### src/rtl/data_access_pkg.sv
// Shared types and constants for the data-side access controller.
// The COP state only exists when DATA_ACCESS_CACHE_OP_EN is defined.
package data_access_pkg;

    typedef enum logic [2:0] {
        DAC_IDLE = 3'd0,
        DAC_ADDR = 3'd1,
        DAC_DATA = 3'd2,
`ifdef DATA_ACCESS_CACHE_OP_EN
        DAC_COP  = 3'd3,
`endif
        DAC_DONE = 3'd4
    } dac_state_t;

    typedef enum logic [1:0] {
        COP_NONE      = 2'b00,
        COP_INST_INV  = 2'b01,
        COP_DATA_WB   = 2'b10,
        COP_INDEX_INV = 2'b11
    } cop_type_t;

    localparam logic [2:0] DSZ_BYTE = 3'd0;
    localparam logic [2:0] DSZ_HALF = 3'd1;
    localparam logic [2:0] DSZ_WORD = 3'd2;

    // Index invalidate wins over data writeback, which wins over instruction invalidate.
    function automatic cop_type_t cop_select(input logic inst_inv,
                                             input logic data_wb,
                                             input logic index_inv);
        cop_type_t sel;
        sel = COP_NONE;
        if (index_inv)     sel = COP_INDEX_INV;
        else if (data_wb)  sel = COP_DATA_WB;
        else if (inst_inv) sel = COP_INST_INV;
        return sel;
    endfunction

endpackage

### src/rtl/data_access_ctrl.sv
// Single-outstanding load/store sequencer with an addr_ok/data_ok bus handshake.
// Define DATA_ACCESS_CACHE_OP_EN to enable the cache-operation request port.
module data_access_ctrl
    import data_access_pkg::*;
#(
    parameter int ADDR_W = 32
) (
    input  logic              clk,
    input  logic              rst,
    input  logic              req_en,
    input  logic [3:0]        req_wen,
    input  logic [ADDR_W-1:0] req_addr,
    input  logic [31:0]       req_wdata,
    input  logic [2:0]        req_size,
    input  logic              cop_inst_inv,
    input  logic              cop_data_wb,
    input  logic              cop_index_inv,
    input  logic              flush,
    output logic              stall,
    output logic [31:0]       rdata,
    output logic              rdata_valid,
    output logic              bus_req,
    output logic              bus_wr,
    output logic [3:0]        bus_wstrb,
    output logic [ADDR_W-1:0] bus_addr,
    output logic [31:0]       bus_wdata,
    output logic [2:0]        bus_size,
    input  logic              bus_addr_ok,
    input  logic              bus_data_ok,
    input  logic [31:0]       bus_rdata,
    output logic              op_req,
    output logic [1:0]        op_type,
    output logic [ADDR_W-1:0] op_addr,
    input  logic              op_done
);

    dac_state_t        state;
    logic              cancel;
    logic              is_load;
    logic [3:0]        wen_q;
    logic [ADDR_W-1:0] addr_q;
    logic [31:0]       wdata_q;
    logic [2:0]        size_q;
    logic [31:0]       rdata_q;

`ifdef DATA_ACCESS_CACHE_OP_EN
    cop_type_t         op_type_q;
    logic [ADDR_W-1:0] op_addr_q;
    logic              cop_any;

    assign cop_any = cop_inst_inv | cop_data_wb | cop_index_inv;
`else
    logic unused_cop;
    logic cop_any;

    assign unused_cop = ^{cop_inst_inv, cop_data_wb, cop_index_inv, op_done};
    assign cop_any    = 1'b0;
`endif

    // NOTE: every register, including the request latches, is reset so a
    // mid-transaction reset leaves the bus fields at zero, not stale values.
    always_ff @(posedge clk) begin
        if (rst) begin
            state   <= DAC_IDLE;
            cancel  <= 1'b0;
            is_load <= 1'b0;
            wen_q   <= '0;
            addr_q  <= '0;
            wdata_q <= '0;
            size_q  <= '0;
            rdata_q <= '0;
`ifdef DATA_ACCESS_CACHE_OP_EN
            op_type_q <= COP_NONE;
            op_addr_q <= '0;
`endif
        end else begin
            case (state)
                DAC_IDLE: begin
                    cancel <= 1'b0;
`ifdef DATA_ACCESS_CACHE_OP_EN
                    if (cop_any && !flush) begin
                        op_type_q <= cop_select(cop_inst_inv, cop_data_wb, cop_index_inv);
                        op_addr_q <= req_addr;
                        is_load   <= 1'b0;
                        state     <= DAC_COP;
                    end else
`endif
                    if (req_en && !flush) begin
                        addr_q  <= req_addr;
                        wen_q   <= req_wen;
                        wdata_q <= req_wdata;
                        size_q  <= req_size;
                        is_load <= (req_wen == 4'b0000);
                        state   <= DAC_ADDR;
                    end
                end
                DAC_ADDR: begin
                    if (flush) cancel <= 1'b1;
                    if (bus_addr_ok) begin
                        if (bus_data_ok) begin
                            if (is_load) rdata_q <= bus_rdata;
                            state <= DAC_DONE;
                        end else begin
                            state <= DAC_DATA;
                        end
                    end
                end
                DAC_DATA: begin
                    if (flush) cancel <= 1'b1;
                    if (bus_data_ok) begin
                        if (is_load) rdata_q <= bus_rdata;
                        state <= DAC_DONE;
                    end
                end
`ifdef DATA_ACCESS_CACHE_OP_EN
                DAC_COP: begin
                    if (flush) cancel <= 1'b1;
                    if (op_done) state <= DAC_DONE;
                end
`endif
                DAC_DONE: begin
                    state <= DAC_IDLE;
                end
                default: state <= DAC_IDLE;
            endcase
        end
    end

    // Only the IDLE-state stall looks at live inputs; elsewhere it follows state.
    always_comb begin
        stall = 1'b0;
        case (state)
            DAC_IDLE: stall = (req_en | cop_any) & ~flush;
            DAC_ADDR,
            DAC_DATA: stall = 1'b1;
`ifdef DATA_ACCESS_CACHE_OP_EN
            DAC_COP:  stall = 1'b1;
`endif
            default:  stall = 1'b0;
        endcase
    end

    assign bus_req     = (state == DAC_ADDR);
    assign bus_wr      = |wen_q;
    assign bus_wstrb   = wen_q;
    assign bus_addr    = addr_q;
    assign bus_wdata   = wdata_q;
    assign bus_size    = size_q;
    assign rdata       = rdata_q;
    assign rdata_valid = (state == DAC_DONE) & is_load & ~cancel;

`ifdef DATA_ACCESS_CACHE_OP_EN
    assign op_req  = (state == DAC_COP);
    assign op_type = op_type_q;
    assign op_addr = op_addr_q;
`else
    assign op_req  = 1'b0;
    assign op_type = 2'b00;
    assign op_addr = '0;
`endif

endmodule
### config.mk
export PLATFORM = sky130hd
export DESIGN_NAME = data_access_ctrl
export DESIGN_NICKNAME = d
export VERILOG_FILES = /design/src/rtl/data_access_pkg.sv /design/src/rtl/data_access_ctrl.sv
export SDC_FILE = /design/constraint.sdc
export NUM_CORES = 1
export LEC_CHECK = 0
export CELL_PAD_IN_SITES_DETAIL_PLACEMENT = 1
export CELL_PAD_IN_SITES_GLOBAL_PLACEMENT = 1
export CORE_UTILIZATION = 30
export DETAILED_ROUTE_END_ITERATION = 12
export GPL_TIMING_DRIVEN = 0
export HOLD_SLACK_MARGIN = 0.15
export PLACE_DENSITY = 0.94
export SLEW_MARGIN = 20
export SYNTH_ARGS = -nofsm -noshare
export SYNTH_HDL_FRONTEND = slang
export SYNTH_SLANG_ARGS = --single-unit
### constraint.sdc
create_clock -name clk -period 4.06 [get_ports clk]
set_input_delay 0.406 -clock clk [delete_from_list [all_inputs] [get_ports clk]]
set_output_delay 0.406 -clock clk [all_outputs]
set_load 0.03 [all_outputs]
* Word-level counts from Yosys, hierarchy flattened *
Cells that the tools add are included.

storage, ports and cells
  bits in registers = 108
  bits of input ports = 113
  output and inout port bits = 142
  word-level logic and storage cells = 44

cells by class
  equal/unequal tests = 7
  muxes and demuxes = 12
  bitwise operators = 5
  reduce and logical (&&, ||, !) cells = 12

operator list
  operator              number
  $mux W32              3
  $pmux W32 S2          1
  $mux W3               4
  $pmux W3 S3           1
  $reduce_and A2 Y1     3
  $logic_not A4 Y1      1
  $ne A2 B1 Y1 const B  2
  $ne A2 B2 Y1 const B  2
  $pmux W1 S2           2
  $reduce_bool A2 Y1    2
  $reduce_or A4 Y1      1
  $and A1 B1 Y1         3
  $eq A3 B1 Y1 const B  1
  $eq A3 B2 Y1 const B  1
  $eq A3 B3 Y1 const B  1
  $logic_not A3 Y1      1
  $reduce_and A3 Y1     1
  $not A1 Y1            2
  $reduce_or A2 Y1      1
  $logic_and A1 B1 Y1   1
  $logic_not A1 Y1      1
  $mux W1               1

* Logic depth before layout (Yosys ltp) *
  depth in word-level cells = 4
  depth in mapped cells = 6
  gate-level depth less buffers = 3

* Worst setup path after synthesis *
OpenSTA, ideal clock, no wires.

  kind = in2out
  from = in req_en
  to = out stall
  arrival = 1.493 ns
  data required time = 3.654 ns
  setup slack = 2.161 ns
  stages on the path = 5
  buffers on the path = 2
  cell sequence = nor2b_1 > clkbuf_1 > clkbuf_1 > nand2_1 > o21ai_0

on the way
  word-level cells in the longest chain between the ends = 2

RTL lines
  item             RTL line                 RTL
  start, declared  data_access_ctrl.sv:10   input logic req_en,
  $and A1 B1 Y1    data_access_ctrl.sv:133  DAC_IDLE: stall = (req_en | cop_any) & ~flush;
  $pmux W1 S2      data_access_ctrl.sv:132  case (state)
  end, declared    data_access_ctrl.sv:19   output logic stall,

Every way passes these cells.

* Final worst setup path *
Same ends and word-level chain as after synthesis.

==> results_tabular.tex <==
\begin{tabular}{lr}
\hline
Metric & Value \\
\hline
\multicolumn{2}{l}{\textbf{Floorplanning}} \\
Starting Density & 30.7\% \\
Height of the die & 127 um \\
Total die area & 0.0161 mm2 \\
Number of I/O pins & 255 \\
Die Width & 127 um \\
Area inside the core boundary & 0.0153 mm2 \\
Row count & 45 \\
\multicolumn{2}{l}{\textbf{CTS}} \\
Buffer type at the clock tree root & sky130\_fd\_sc\_hd\_\_clkbuf\_16 \\
Hold-fix buffers, CTS & 0 \\
TritonCTS clock tree & yes \\
\# Post-CTS Setup Buffers & 0 \\
Worst-Skew Late Latency & $\sim$0.35 ns \\
Maximum clock insertion buffer count & 2 \\
\# H-tree levels & 3 \\
Clock-pin slew on the worst setup and hold paths & 0.06 ns \\
Post-CTS resize count & 0 \\
TritonCTS Buffers & 9 \\
Clock Sink Count & 108 \\
\multicolumn{2}{l}{\textbf{STA}} \\
Max Clock Skew & 0.00721 ns \\
Worst Max-Slew Pin Slew & 0.522 ns \\
Hold Vio Cnt, Final & 0 \\
Slew Viols, Final & 0 \\
Unrepaired setup endpoints after global routing & no \\
Min setup slack post-route & 0.763 ns \\
Post-Route Setup TNS & 0 ns \\
Time the final worst path needs with I/O delays and setup & roughly 3.3 ns \\
Normalized max-slew margin & 65.2\% \\
Top achievable clock speed & 303 MHz \\
Share of the clock period used by the worst path after layout & between 80\% and 90\% \\
Number of setup violations in the final report & 0 \\
\multicolumn{2}{l}{\textbf{Worst setup path}} \\
Crit path cell chain & clkdlybuf4s50\_1, nor2b\_1, clkbuf\_1, clkbuf\_1, nand2\_1, o21ai\_0, clkdlybuf4s50\_1 \\
Crit path max fanout & 10 \\
Category of the worst setup path capture point & output pin \\
WP data arrival & 2.89 ns \\
Worst setup SP type & input port \\
Critical path class & input port to output pin \\
Required time reported for the critical path endpoint & 3.65 ns \\
CP peak stage delay & 0.72 ns \\
Crit path max-delay cell type & sky130\_fd\_sc\_hd\_\_clkdlybuf4s50\_1 \\
\multicolumn{2}{l}{\textbf{GRT}} \\
Total overflow reported by the global router & 0 \\
Wire length of the first global-routing pass & 25.7 mm \\
Via count of the first global-routing pass & 4819 \\
Overall routing resource usage & between 20\% and 30\% \\
Largest net degree at the start of global routing & 18 \\
Antenna violations before repair & 0 \\
\multicolumn{2}{l}{\textbf{Final layout}} \\
\# nets final & between 900 and 1000 \\
Cell area after layout & 0.00749 mm2 \\
Share of the core filled with cells & around half \\
Most common library cell in the layout ignoring fill and taps & sky130\_fd\_sc\_hd\_\_clkdlybuf4s50\_1 \\
Share of cells above drive strength 1 & 8.91\% \\
Number of antenna repair diodes & 0 \\
Most used cells in the layout excluding fill and tap cells & 214 x sky130\_fd\_sc\_hd\_\_clkdlybuf4s50\_1, 108 x sky130\_fd\_sc\_hd\_\_dfxtp\_1, 73 x sky130\_fd\_sc\_hd\_\_a21oi\_1, 72 x sky130\_fd\_sc\_hd\_\_nand3\_1, 66 x sky130\_fd\_sc\_hd\_\_nand2b\_1 \\
Area added between synthesis and finish & 59.7\% \\
Non-filler instance count after layout & 1008 \\
\multicolumn{2}{l}{\textbf{Detailed routing}} \\
Detailed-route wire length & 16.5 mm \\
DRC viols & 0 \\
DRT iter0 DRCs & 113 \\
Via count of the routed design & about 4700 \\
Number of antenna-violating nets in the routed design & 0 \\
Pre-Repair DR Iteration Count & 4 \\
Wire per inst & 16.3 um \\
Number of vias per cell after detailed routing & 4.67 \\
\multicolumn{2}{l}{\textbf{Logic synthesis}} \\
Adder-cell share of the synthesized area & 0\% \\
Unique cell type count in the Yosys netlist & 27 \\
Seq cells post-synth & roughly 110 \\
Share of cell area taken by muxes after synthesis & 6.83\% \\
Post-synthesis area per instance & 8.80 um2 \\
Post-synthesis compound-gate area fraction & 16.0\% \\
Synth Area in XOR/XNOR & 0.187\% \\
Fraction of the mapped netlist area in simple logic gates & 18.6\% \\
Yosys warning total & 0 \\
Combinational family with the most area after synthesis & simple AND/OR/NAND/NOR gates \\
Sequential area share after synthesis & approximately 46\% \\
Post-synth design cell area & 0.00469 mm2 \\
Post-synthesis instance total & 533 \\
\multicolumn{2}{l}{\textbf{Placement}} \\
Placed cells & 992 \\
Gp weighted congestion & about 0.76 \\
Count of input and output buffers & 214 \\
Half-perimeter wire length after placement & 12.5 mm \\
Placed standard-cell area & slightly above 0.007 mm2 \\
Worst-case setup slack after placement & 0.748 ns \\
\multicolumn{2}{l}{\textbf{Pwr}} \\
LEAKAGE & 0.00267 uW \\
IR Drop Worst-Case VDD & 0.207 mV \\
Pwr/cell area & 328 mW/mm2 \\
\multicolumn{2}{l}{\textbf{Worst hold path}} \\
Worst min-delay path class & flip-flop to flip-flop \\
\multicolumn{2}{l}{\textbf{Run}} \\
Max-Cap Viols & 0 \\
\multicolumn{2}{l}{\textbf{Status}} \\
Outcome & finished clean \\
\hline
\end{tabular}
metal layers:
metal | track usage [%] | vias to the layer above | wire length, um
li1 | - | 2275 | -
met1 | 22.0 | 2245 | 6570
met2 | 36.7 | 161 | 8330
met3 | 6.41 | 26 | 1160
met4 | 7.70 | 0 | 401
met5 | 0 | - | 0
sequential cells by signal, indices dropped and copies added (netlist names):
name and count:
bus_addr 32, bus_size 3, bus_wdata 32, bus_wstrb 4
cancel 1, is_load 1, rdata 32, state 3
critical path: cells and delay by family:
| kind | cells | cell delay, ns |
|---|---|---|
| buffers and inverters | 4 | 2.08 |
| AND/OR/NAND/NOR | 2 | 0.29 |
| AO/OA/AOI/OAI | 1 | 0.10 |
kinds of logic (layout without fill, tap and decap cells):
kind of cell / Yosys count / count (layout)
AO/OA/AOI/OAI: 148 / 148
flip-flops: 108 / 108
AND/OR/NAND/NOR: 154 / 154
other: 1 / 35
XOR/XNOR: 1 / 1
multiplexers: 32 / 32
buffers and inverters: 89 / 319
cells in the mapped netlist, drive strengths merged:
cell type | count | share of area [%]
dfxtp | 108 | 46
a21oi | 73 | 7.8
o21ai | 73 | 7.8
nand3 | 72 | 7.7
nand2b | 66 | 8.8
buf | 57 | 9.7
mux2i | 32 | 6.8
clkbuf | 31 | 2.5
nor3 | 3 | 0.32
nand2 | 2 | 0.16
nor2b | 2 | 0.27
nor4 | 2 | 0.27
a31oi | 1 | 0.13
and3b | 1 | 0.19
conb | 1 | 0.080
inv | 1 | 0.080
nand3b | 1 | 0.16
nor2 | 1 | 0.080
nor3b | 1 | 0.16
nor4b | 1 | 0.19
o2111a | 1 | 0.24
or3 | 1 | 0.13
or4 | 1 | 0.16
xnor2 | 1 | 0.19
final timing paths:
kind / start / to / slack, ns / cells past startpoint
setup / recovery: req_en / stall / 0.76 / 7
setup reg to reg: state[2] / bus_wdata[20] / 2.36 / 6
hold / removal: bus_wdata[0] / bus_wdata[0] / 0.47 / 2
hold reg to reg: bus_wdata[0] / bus_wdata[0] / 0.47 / 2
per-stage QoR:
| step | hold WS, ns | total power, uW |
|---|---|---|
| 5_1_grt | 0.502 | 2570 |
| 3_3_place_gp | 0.457 | 1650 |
| 6_report | 0.475 | 2460 |
| 4_1_cts | 0.478 | 2490 |
| 2_1_floorplan | 0.468 | 1420 |
| 3_5_place_dp | 0.460 | 1660 |
power by group:
part,internal [uW],total [uW],switching (uW),leakage (uW)
clock network,419,824,406,0.000122
registers,1090,1110,19.8,0.000878
logic,240,521,281,0.00167
total,1750,2460,707,0.00267
layout make-up:
class                           count  area, um2
Fill cell                        1813       7760
Tap cell                          211        264
Buffer                             88        573
Inverter                            1       3.75
Clock inverter                      5       36.3
Timing Repair Buffer              214       2140
Clock buffer                       11        233
Sequential cell                   108       2160
Multi-Input combinational cell    370       2080
(Power assumes the default switching activity.)
